$ cat config.mk
export PLATFORM = sky130hd
export DESIGN_NAME = tc_pl_cap_seq_gp
export DESIGN_NICKNAME = d
export VERILOG_FILES = /design/src/rtl/tc_pl_cap_pkg.sv /design/src/rtl/tc_pl_cap_shadow.sv /design/src/rtl/tc_pl_cap_seq_gp.sv
export SDC_FILE = /design/constraint.sdc
export NUM_CORES = 1
export LEC_CHECK = 0
export CAP_MARGIN = 0
export CORE_AREA = 4 4 260 262
export DETAILED_ROUTE_END_ITERATION = 16
export DIE_AREA = 0 0 264 266
export PLACE_DENSITY = 0.72
export SYNTH_ARGS = -nofsm -noshare
export SYNTH_HDL_FRONTEND = slang
export SYNTH_SLANG_ARGS = --single-unit
$ cat constraint.sdc
create_clock -name clk125 -period 3.9 [get_ports clk125]
set_clock_uncertainty 0.15 [all_clocks]
set_input_delay 0.585 -clock clk125 [delete_from_list [all_inputs] [get_ports clk125]]
set_output_delay 0.585 -clock clk125 [all_outputs]
set_load 0.005 [all_outputs]
$ cat src/rtl/tc_pl_cap_pkg.sv
// Shared types and constants for the multi-gain capture sequencer.
// Holds the FSM state enum, the command codes and the status bundle.
package tc_pl_cap_pkg;

  typedef enum logic [2:0] {
    IDLE,
    LOAD,
    SETTLE,
    TRIG,
    WAIT,
    NEXT,
    DONE
  } cap_state_e;

  localparam logic [1:0] CMD_START = 2'b01;
  localparam logic [1:0] CMD_ABORT = 2'b10;

  typedef struct packed {
    logic busy;
    logic done;
  } cap_sts_t;

  function automatic logic gain_num_ok(
    input int unsigned gn,
    input int unsigned ngain
  );
    return (gn != 0) && (gn <= ngain);
  endfunction

endpackage

$ cat src/rtl/tc_pl_cap_shadow.sv
// Per-gain shadow copy of the capture config, loaded once per run.
// Ports: clk125/rst, load strobe, flat cfg_* buses in, rd_idx-selected
// drive words out, plus the settle count of gain ld_idx.
module tc_pl_cap_shadow
  import tc_pl_cap_pkg::*;
#(
  parameter int unsigned NGAIN = 4,
  parameter int unsigned GN_W  = 3,
  parameter int unsigned CYC_W = 18,
  parameter int unsigned DEL_W = 32,
  parameter int unsigned DAC_W = 32,
  parameter int unsigned LMH_W = 6,
  parameter int unsigned RLY_W = 4
) (
  input  logic                   clk125,
  input  logic                   rst,
  input  logic                   load,
  input  logic [NGAIN*CYC_W-1:0] cfg_cycle,
  input  logic [NGAIN*DEL_W-1:0] cfg_lddel,
  input  logic [NGAIN*DAC_W-1:0] cfg_dacA,
  input  logic [NGAIN*DAC_W-1:0] cfg_dacB,
  input  logic [NGAIN*LMH_W-1:0] cfg_lmh,
  input  logic [NGAIN*RLY_W-1:0] cfg_relay,
  input  logic [GN_W-1:0]        rd_idx,
  input  logic [GN_W-1:0]        ld_idx,
  output logic [CYC_W-1:0]       rd_cycle,
  output logic [DAC_W-1:0]       rd_dacA,
  output logic [DAC_W-1:0]       rd_dacB,
  output logic [LMH_W-1:0]       rd_lmh,
  output logic [RLY_W-1:0]       rd_relay,
  output logic [DEL_W-1:0]       ld_lddel
);

  logic [NGAIN*CYC_W-1:0] sh_cycle;
  logic [NGAIN*DEL_W-1:0] sh_lddel;
  logic [NGAIN*DAC_W-1:0] sh_dacA;
  logic [NGAIN*DAC_W-1:0] sh_dacB;
  logic [NGAIN*LMH_W-1:0] sh_lmh;
  logic [NGAIN*RLY_W-1:0] sh_relay;

  always_ff @(posedge clk125 or negedge rst) begin
    if (!rst) begin
      sh_cycle <= '0;
      sh_lddel <= '0;
      sh_dacA  <= '0;
      sh_dacB  <= '0;
      sh_lmh   <= '0;
      sh_relay <= '0;
    end else if (load) begin
      sh_cycle <= cfg_cycle;
      sh_lddel <= cfg_lddel;
      sh_dacA  <= cfg_dacA;
      sh_dacB  <= cfg_dacB;
      sh_lmh   <= cfg_lmh;
      sh_relay <= cfg_relay;
    end
  end

  // Compare-based mux: GN_W may be wider than the entry count,
  // out-of-range indices read as zero.
  always_comb begin
    rd_cycle = '0;
    rd_dacA  = '0;
    rd_dacB  = '0;
    rd_lmh   = '0;
    rd_relay = '0;
    ld_lddel = '0;
    for (int i = 0; i < int'(NGAIN); i++) begin
      if (rd_idx == GN_W'(i)) begin
        rd_cycle = sh_cycle[i*CYC_W +: CYC_W];
        rd_dacA  = sh_dacA[i*DAC_W +: DAC_W];
        rd_dacB  = sh_dacB[i*DAC_W +: DAC_W];
        rd_lmh   = sh_lmh[i*LMH_W +: LMH_W];
        rd_relay = sh_relay[i*RLY_W +: RLY_W];
      end
      if (ld_idx == GN_W'(i)) begin
        ld_lddel = sh_lddel[i*DEL_W +: DEL_W];
      end
    end
  end

endmodule

$ cat src/rtl/tc_pl_cap_seq_gp.sv
// Multi-gain capture sequencer: shadows per-gain config on start, then
// steps each gain through settle / trigger / wait-for-complete.
// Ports: clk125, rst (async, low), cmd_wr/cmd_code from the GP bank,
// cfg_* per-gain config, cap_cing/cap_cmpt from the capture engine,
// cap_* drive words and trigger, sts {busy,done}, sts_err, cap_time,
// cap_irq. Optional CAP_SEQ_TIMEOUT_EN adds a cmpt watchdog (cfg_tmo).
module tc_pl_cap_seq_gp
  import tc_pl_cap_pkg::*;
#(
  parameter int unsigned NGAIN = 4,
  parameter int unsigned GN_W  = 3,
  parameter int unsigned CYC_W = 18,
  parameter int unsigned DEL_W = 32,
  parameter int unsigned DAC_W = 32,
  parameter int unsigned LMH_W = 6,
  parameter int unsigned RLY_W = 4,
  parameter int unsigned TM_W  = 32
) (
  input  logic                   clk125,
  input  logic                   rst,
  input  logic                   cmd_wr,
  input  logic [1:0]             cmd_code,
  input  logic [GN_W-1:0]        cfg_gain_num,
  input  logic [NGAIN*CYC_W-1:0] cfg_cycle,
  input  logic [NGAIN*DEL_W-1:0] cfg_lddel,
  input  logic [NGAIN*DAC_W-1:0] cfg_dacA,
  input  logic [NGAIN*DAC_W-1:0] cfg_dacB,
  input  logic [NGAIN*LMH_W-1:0] cfg_lmh,
  input  logic [NGAIN*RLY_W-1:0] cfg_relay,
  input  logic [TM_W-1:0]        cfg_tmo,
  input  logic                   cap_cing,
  input  logic                   cap_cmpt,
  output logic                   cap_trig,
  output logic [GN_W-1:0]        cap_gain_idx,
  output logic [CYC_W-1:0]       cap_cycle,
  output logic [DAC_W-1:0]       cap_dacA,
  output logic [DAC_W-1:0]       cap_dacB,
  output logic [LMH_W-1:0]       cap_lmh,
  output logic [RLY_W-1:0]       cap_relay,
  output logic [1:0]             sts,
  output logic                   sts_err,
  output logic [TM_W-1:0]        cap_time,
  output logic                   cap_irq
);

  cap_state_e state;
  cap_state_e nxt;

  logic            is_start;
  logic            is_abort;
  logic            abort_go;
  logic            gn_ok;
  logic            last;
  logic            tmo_fire;
  logic            busy;
  logic            done;
  logic            err;
  logic            irq;
  logic            out_en;
  logic [GN_W-1:0] idx;
  logic [GN_W-1:0] nxt_idx;
  logic [GN_W-1:0] sh_gn;
  logic [DEL_W-1:0] set_cnt;
  logic [DEL_W-1:0] ld_lddel;
  cap_sts_t        st;

  logic [CYC_W-1:0] sh_cycle;
  logic [DAC_W-1:0] sh_dacA;
  logic [DAC_W-1:0] sh_dacB;
  logic [LMH_W-1:0] sh_lmh;
  logic [RLY_W-1:0] sh_relay;

  always_comb begin
    is_start = 1'b0;
    is_abort = 1'b0;
    if (cmd_wr) begin
      unique case (1'b1)
        (cmd_code == CMD_START): is_start = 1'b1;
        (cmd_code == CMD_ABORT): is_abort = 1'b1;
        default: ;
      endcase
    end
  end

  assign abort_go = is_abort && (state != IDLE);
  assign gn_ok    = gain_num_ok(32'(cfg_gain_num), NGAIN);
  assign nxt_idx  = idx + GN_W'(1);
  assign last     = (nxt_idx == sh_gn);

  tc_pl_cap_shadow #(
    .NGAIN (NGAIN),
    .GN_W  (GN_W),
    .CYC_W (CYC_W),
    .DEL_W (DEL_W),
    .DAC_W (DAC_W),
    .LMH_W (LMH_W),
    .RLY_W (RLY_W)
  ) u_shadow (
    .clk125    (clk125),
    .rst       (rst),
    .load      (state == LOAD),
    .cfg_cycle (cfg_cycle),
    .cfg_lddel (cfg_lddel),
    .cfg_dacA  (cfg_dacA),
    .cfg_dacB  (cfg_dacB),
    .cfg_lmh   (cfg_lmh),
    .cfg_relay (cfg_relay),
    .rd_idx    (idx),
    .ld_idx    (nxt_idx),
    .rd_cycle  (sh_cycle),
    .rd_dacA   (sh_dacA),
    .rd_dacB   (sh_dacB),
    .rd_lmh    (sh_lmh),
    .rd_relay  (sh_relay),
    .ld_lddel  (ld_lddel)
  );

`ifdef CAP_SEQ_TIMEOUT_EN
  logic [TM_W-1:0] sh_tmo;
  logic [TM_W-1:0] tmo_cnt;

  // Watchdog spans TRIG and WAIT so the error lands cfg_tmo
  // cycles after the trigger pulse.
  always_ff @(posedge clk125 or negedge rst) begin
    if (!rst) begin
      sh_tmo  <= '0;
      tmo_cnt <= '0;
    end else begin
      if (state == LOAD) begin
        sh_tmo <= cfg_tmo;
      end
      if (state == SETTLE && set_cnt == '0) begin
        tmo_cnt <= sh_tmo;
      end else if ((state == TRIG || state == WAIT) &&
                   tmo_cnt != '0) begin
        tmo_cnt <= tmo_cnt - TM_W'(1);
      end
    end
  end

  assign tmo_fire = (state == WAIT) && (sh_tmo != '0) &&
                    (tmo_cnt <= TM_W'(1)) && !cap_cmpt;
`else
  logic unused_tmo;
  assign unused_tmo = ^cfg_tmo;
  assign tmo_fire   = 1'b0;
`endif

  always_ff @(posedge clk125 or negedge rst) begin
    if (!rst) begin
      state <= IDLE;
    end else begin
      state <= nxt;
    end
  end

  always_comb begin
    nxt = state;
    if (abort_go) begin
      nxt = IDLE;
    end else begin
      unique case (state)
        IDLE: begin
          if (is_start && !cap_cing && gn_ok) nxt = LOAD;
        end
        LOAD: nxt = SETTLE;
        SETTLE: begin
          if (set_cnt == '0) nxt = TRIG;
        end
        // cmpt arriving alongside the trigger is taken here.
        TRIG: nxt = cap_cmpt ? NEXT : WAIT;
        WAIT: begin
          if (cap_cmpt) nxt = NEXT;
          else if (tmo_fire) nxt = IDLE;
        end
        NEXT: nxt = last ? DONE : SETTLE;
        DONE: nxt = IDLE;
        default: nxt = IDLE;
      endcase
    end
  end

  always_ff @(posedge clk125 or negedge rst) begin
    if (!rst) begin
      busy     <= 1'b0;
      done     <= 1'b0;
      err      <= 1'b0;
      irq      <= 1'b0;
      out_en   <= 1'b0;
      idx      <= '0;
      sh_gn    <= '0;
      set_cnt  <= '0;
      cap_time <= '0;
    end else begin
      irq <= 1'b0;
      if (busy && cap_time != '1) begin
        cap_time <= cap_time + TM_W'(1);
      end
      if (abort_go) begin
        busy   <= 1'b0;
        done   <= 1'b0;
        out_en <= 1'b0;
        idx    <= '0;
      end else begin
        unique case (state)
          IDLE: begin
            if (is_start && !cap_cing && !gn_ok) begin
              err <= 1'b1;
              irq <= 1'b1;
            end
          end
          LOAD: begin
            sh_gn    <= cfg_gain_num;
            idx      <= '0;
            set_cnt  <= cfg_lddel[DEL_W-1:0];
            cap_time <= '0;
            busy     <= 1'b1;
            done     <= 1'b0;
            err      <= 1'b0;
            out_en   <= 1'b1;
          end
          SETTLE: begin
            if (set_cnt != '0) begin
              set_cnt <= set_cnt - DEL_W'(1);
            end
          end
          WAIT: begin
            if (tmo_fire) begin
              err    <= 1'b1;
              irq    <= 1'b1;
              busy   <= 1'b0;
              out_en <= 1'b0;
              idx    <= '0;
            end
          end
          // Status moves here so DONE shows busy=0/done=1/irq.
          NEXT: begin
            if (last) begin
              busy <= 1'b0;
              done <= 1'b1;
              irq  <= 1'b1;
            end else begin
              idx     <= nxt_idx;
              set_cnt <= ld_lddel;
            end
          end
          default: ;
        endcase
      end
    end
  end

  // Drive words hold the last gain after DONE; cleared by
  // abort, watchdog or reset.
  always_comb begin
    cap_trig     = (state == TRIG);
    cap_gain_idx = '0;
    cap_cycle    = '0;
    cap_dacA     = '0;
    cap_dacB     = '0;
    cap_lmh      = '0;
    cap_relay    = '0;
    if (out_en) begin
      cap_gain_idx = idx;
      cap_cycle    = sh_cycle;
      cap_dacA     = sh_dacA;
      cap_dacB     = sh_dacB;
      cap_lmh      = sh_lmh;
      cap_relay    = sh_relay;
    end
    st.busy = busy;
    st.done = done;
  end

  assign sts     = st;
  assign sts_err = err;
  assign cap_irq = irq;

endmodule

# --- Word level (Yosys, flattened, before mapping) ---
# Index checks and enable logic that the tools add are counted.
classes:
  add_sub_neg: 3
  order_cmp: 1
  eq_ne: 23
  mux: 64
  bitwise_logic: 1
  n_reduce_logical: 25
op_table:
  columns: ["cell", "n"]
  rows:
  - ["$mux W32", 19]
  - ["$pmux W32 S3", 1]
  - ["$mux W18", 5]
  - ["$add A32 B1 Y32 const B", 1]
  - ["$logic_not A32 Y1", 1]
  - ["$ne A32 B32 Y1 const B", 1]
  - ["$reduce_bool A32 Y1", 1]
  - ["$sub A32 B1 Y32 const B", 1]
  - ["$mux W6", 5]
  - ["$mux W3", 8]
  - ["$mux W4", 5]
  - ["$eq A3 B2 Y1 const B", 6]
  - ["$pmux W3 S6", 1]
  - ["$mux W1", 15]
  - ["$ne A3 B3 Y1 const B", 5]
  - ["$reduce_bool A3 Y1", 4]
  - ["$eq A3 B1 Y1 const B", 3]
  - ["$logic_not A3 Y1", 3]
  - ["$pmux W1 S2", 4]
  - ["$eq A3 B3 Y1 const B", 2]
  - ["$logic_and A1 B1 Y1", 6]
  - ["$ne A2 B2 Y1 const B", 3]
  - ["$pmux W3 S2", 1]
  - ["$reduce_and A2 Y1", 3]
  - ["10 further kinds", 13]
totals:
  reg_bits: 574
  input_bits: 538
  out_inout_bits: 132
  elab_cells: 133

# --- Logic depth before layout (Yosys ltp) ---
depth:
  depth_word: 8
  depth_mapped: 11
  depth_no_buf: 8

# --- Modules after synthesis ---
# From an unflattened synthesis, not the netlist that was laid out.
unflattened:
  hier_cells: 2116
  hier_area_um2: 27680.3
modules_own_cells:
  columns: ["mod", "n_inst", "cells_each", "area_each_um2", "seq_area_each_um2"]
  rows:
  - ["tc_pl_cap_shadow", 1, 1478, 22256.3, 12411.9]
  - ["tc_pl_cap_seq_gp", 1, 638, 5424.0, 1951.9]

# --- Least setup slack after synthesis ---
# Ideal clock, no wire load.
synth_path:
  path_type: "flip-flop to flip-flop"
  start: "reg set_cnt[19]"
  end: "reg set_cnt[14]"
  setup_time_ns: 0.130
  t_arrival_ns: 2.751
  required_ns: 3.620
  setup_slack_ns: 0.868
  stages_incl_launch_ff: 9
  n_path_buf: 3
  synth_period_minus_slack_ns: 3.032
  path_cell_list: "dfrtp_1 or4_1 buf_2 or3_1 clkbuf_1 or4_4 o311ai_4 clkbuf_2 o21ai_0"
synth_via:
  elab_chain_len: 3
synth_rtl:
  columns: ["item", "line_no", "source"]
  rows:
  - ["from (decl)", "tc_pl_cap_seq_gp.sv:63", "logic [DEL_W-1:0] set_cnt;"]
  - ["from (signal assigned)", "tc_pl_cap_seq_gp.sv:215", "set_cnt <= cfg_lddel[DEL_W-1:0];"]
  - ["from (signal assigned)", "tc_pl_cap_seq_gp.sv:224", "set_cnt <= set_cnt - DEL_W'(1);"]
  - ["from (signal assigned)", "tc_pl_cap_seq_gp.sv:244", "set_cnt <= ld_lddel;"]
  - ["$reduce_bool A32 Y1", "tc_pl_cap_seq_gp.sv:223", "if (set_cnt != '0) begin"]
  - ["$ne A2 B2 Y1 (no source line)", null, null]
  - ["$reduce_and A4 Y1 (no source line)", null, null]
# No other way between the ends.
# A chain may end at the register's enable or synchronous reset.

# --- Worst setup path after layout ---
layout_path:
  start: "reg idx[0]"
  end: "out cap_dacB[10]"
layout_via:
  elab_chain_len: 6
  elab_cells_between_ends: 9
  classes_between: "3 x eq/ne; 5 x mux; 1 x reduce/logical"
layout_rtl:
  columns: ["item", "line_no", "source"]
  rows:
  - ["from (decl)", "tc_pl_cap_seq_gp.sv:60", "logic [GN_W-1:0] idx;"]
  - ["from (signal assigned)", "tc_pl_cap_seq_gp.sv:243", "idx <= nxt_idx;"]
  - ["$logic_not A3 Y1", "tc_pl_cap_shadow.sv:69", "if (rd_idx == GN_W'(i)) begin"]
  - ["$mux W32 (3 in a row)", "tc_pl_cap_shadow.sv:69", null]
  - ["$mux W32 *", "tc_pl_cap_shadow.sv:69", null]
  - ["$mux W32 *", "tc_pl_cap_seq_gp.sv:263", "if (out_en) begin"]
  - ["to (decl)", "tc_pl_cap_seq_gp.sv:37", "output logic [DAC_W-1:0] cap_dacB,"]
# Every way passes the cells marked *; elsewhere a longest branch is shown, timed or not.

==> results.cfg <==
[logic_synthesis]
synth_edf_count = 0
ys.flop_type = dfrtp_1
yosysUniqueCellTypes = 66
avgSynthCellArea_um2 = 8.07
ys_seq_area_share_pct = 53.2
syn_area_mm2 = 0.0270
ys_seq_elements = 574
synth_cells = 3346
yosys_warnings = 0
synth_nets = 3892
async_flop_share_pct = 100

[cts]
clock_sinks = 574
cts.clk_slew.worst_paths_ns = 0.07
cts_root_buffer = clkbuf_16
cts_tree = built
cts_buffer_depth = 3
clk_latency_ns = 0.63
htreeDepth = 2
cts_made_buffers = 61

[hold_path]
hold_class = register to register
hold_start = u_shadow.sh_lddel[64]

[worst_setup_path]
cp_slowest_stage_delay_ns = 0.53
critPathRequiredTime_ns = 3.16
crit_family = buffers and inverters
startpoint = idx[0]
timing.rr.start = set_cnt[19]
critPathBufInv = 3
path_class = register to output pin
critPathArrivalTime_ns = 3.08
crit_path_end_kind = output pin
start_kind = register
critPathMaxFanout = 40
slowest_stage = clkdlybuf4s50_1
path_cells = buf_4 > ha_1 > ha_4 > buf_12 > nor3_1 > a21oi_1 > nor2b_1 > clkdlybuf4s50_1

[power]
power_density_mw_per_mm2 = 811
p_leak_nw = 17.7
ir_worst_vdd_mv = 0.391

[finish]
drive_above_1_share_pct = 6.13
layout_common_cells = nand2_1 (1,539), clkdlybuf4s50_1 (620), dfrtp_1 (572), nor2_1 (167), a21oi_1 (167)
design_area_mm2 = 0.0371
seq_area_mm2 = 0.0144
stdcell_count = 4862
fill_cells = 5871
nets = 4464
syn2layout_area_growth_pct = 37.5
multi_input_area_mm2 = 0.0118
layout_commonest_cell = nand2_1

[grt]
grt_antenna_before_repair = 38
grt_usage_pct = 27.0
first_global_vias = 24900
grt_pass1_wl_mm = 150
grt_max_degree = 181
grt_overflow_total = 0

[floorplanning]
die_h_um = 266
std_cell_rows = 94
fp.dieW_um = 264
initial_utilization_pct = 41.3
coreArea_mm2 = 0.0654
die_area_mm2 = 0.0702
pin_count = 670

[sta]
relSlewSlack_pct = 28.8
final_max_slew_viol_count = 0
fin_crit_ns = 3.82
finalHoldViolCount = 0
clock.fmax_mhz = 262
rsz0062_at_grt = yes
tns_ns = 0
worst_pin_slew_ns = 1.05
period_share_pct = 97.9
holdWs_ns = 0.321
fin_ws_ns = 0.0817
finalSetupViolCount = 0

[placement]
place_area_mm2 = 0.0345
hpwl_mm = 68.3
place_congestion = 0.907
io_buffer_count = 637
dpl.cell_count = 4689
place_ws_ns = 0.300

[route]
post_drt_wl_per_cell_um = 20.6
wl_met2_mm = 47.6
wl_met3_mm = 8.76
drtAntennaViolNets = 0
met1_length_mm = 39.8
first_iter_violations = 2822
viasPerCell = 5.37
via_count = 26100
routed_wl_mm = 100
highest_layer = met5
remaining_drc_errors = 0
drtPass1Iterations = 6

[status]
status = completed

[flow_run]
cap_viol_max_count = 0
-- sequential cells by signal, summed over array words and instances (netlist names) --
register / cells
busy: 1
cap_irq: 1
cap_time: 32
done: 1
idx: 3
out_en: 1
set_cnt: 32
sh_gn: 3
state: 3
sts_err: 1
u_shadow.sh_cycle: 72
u_shadow.sh_dacA: 128
u_shadow.sh_dacB: 128
u_shadow.sh_lddel: 128
u_shadow.sh_lmh: 24
u_shadow.sh_relay: 16
-- where the power goes --
group          switching, mW  internal, mW
logic                   7.52          6.02
clock network           2.46          3.46
registers               1.81          8.81
total                   11.8          18.3
-- what timing repair did --
| item | 4_1_cts | 5_1_grt |
|---|---|---|
| buffers inserted | 16 | 8 |
| pin swaps | 10 | 5 |
| resized for setup | 31 | 11 |
| hold endpoints to repair | 57 | 0 |
| cloned | 2 | 3 |
| setup endpoints to repair | 90 | 54 |
| hold buffers | 1 | 0 |
-- final timing paths --
| path | endpoint | slack (ns) | depth (start not counted) |
|---|---|---|---|
| max | cap_dacB[10] | 0.08 | 8 |
| min | u_shadow.sh_lddel[64] | 0.32 | 2 |
| max reg2reg | set_cnt[0] | 0.54 | 5 |
| min reg2reg | u_shadow.sh_lddel[64] | 0.32 | 2 |
| max in group asynchronous | u_shadow.sh_dacB[91] | 2.22 | 3 |
| min in group asynchronous | u_shadow.sh_dacA[35] | 0.41 | 2 |
-- stage by stage --
step	total power [mW]	utilization, %
after floorplan	17.9	-
after global placement	23.3	52.8
after detailed placement	23.6	52.8
after CTS	30.0	56.3
after global routing	32.1	56.7
final	30.1	56.7
-- cell type report --
class / count / area share (%)
Antenna cell: 33 / 0.223
Clock buffer: 89 / 4.78
Clock inverter: 21 / 0.664
Inverter: 17 / 0.172
Multi-Input combinational cell: 2524 / 31.8
Sequential cell: 574 / 38.7
Tap cell: 864 / 2.91
Timing Repair Buffer: 740 / 20.7
-- metal layers --
| metal | GRT usage [%] | vias to the layer above |
|---|---|---|
| met5 | 0 | - |
| met4 | 11.3 | 10 |
| met1 | 35.0 | 12500 |
| li1 | - | 12100 |
| met3 | 6.27 | 227 |
| met2 | 43.9 | 1218 |
-- cell usage after synthesis, types with 5 or more instances --
cell type | instances | area (µm²)
o211ai_1 | 6 | 45.0
o22ai_1 | 10 | 62.6
ha_1 | 8 | 100
inv_1 | 16 | 60.1
a21oi_1 | 167 | 836
nor3_1 | 119 | 596
buf_1 | 11 | 41.3
nand4_1 | 16 | 100
nand3_1 | 28 | 140
clkbuf_1 | 212 | 796
o221ai_1 | 5 | 43.8
nand2_1 | 1541 | 5780
nor2b_1 | 95 | 594
a21o_1 | 5 | 37.5
and3_1 | 16 | 100
o21ai_1 | 9 | 45.0
dfrtp_1 | 574 | 14400
or3_1 | 7 | 43.8
and2_1 | 5 | 31.3
a221oi_1 | 101 | 885
a211oi_1 | 14 | 105
xor2_1 | 16 | 140
a22o_1 | 5 | 43.8
a222oi_1 | 5 | 50.1
nor4_1 | 13 | 81.3
or4_1 | 6 | 45.0
nor2_1 | 173 | 649
o21ai_0 | 64 | 320
a31oi_1 | 9 | 56.3
xnor2_1 | 16 | 140
-- logic make-up after synthesis --
logic type               after synthesis  share of synthesized area (%)
AO/OA/AOI/OAI                        435                           10.6
XOR/XNOR                              32                           1.04
adder cells (fa/ha/maj)                8                          0.371
buffers and inverters                248                           3.58
flip-flops                           574                           53.2
multiplexers                           5                          0.204
AND/OR/NAND/NOR                     2044                           31.0
-- tightest hold or removal path: cells and delay by family, from the launching register on --
kind | cells | cell delay [ns]
flip-flops | 1 | 0.34
AND/OR/NAND/NOR | 2 | 0.10
(Power assumes the default switching activity.)
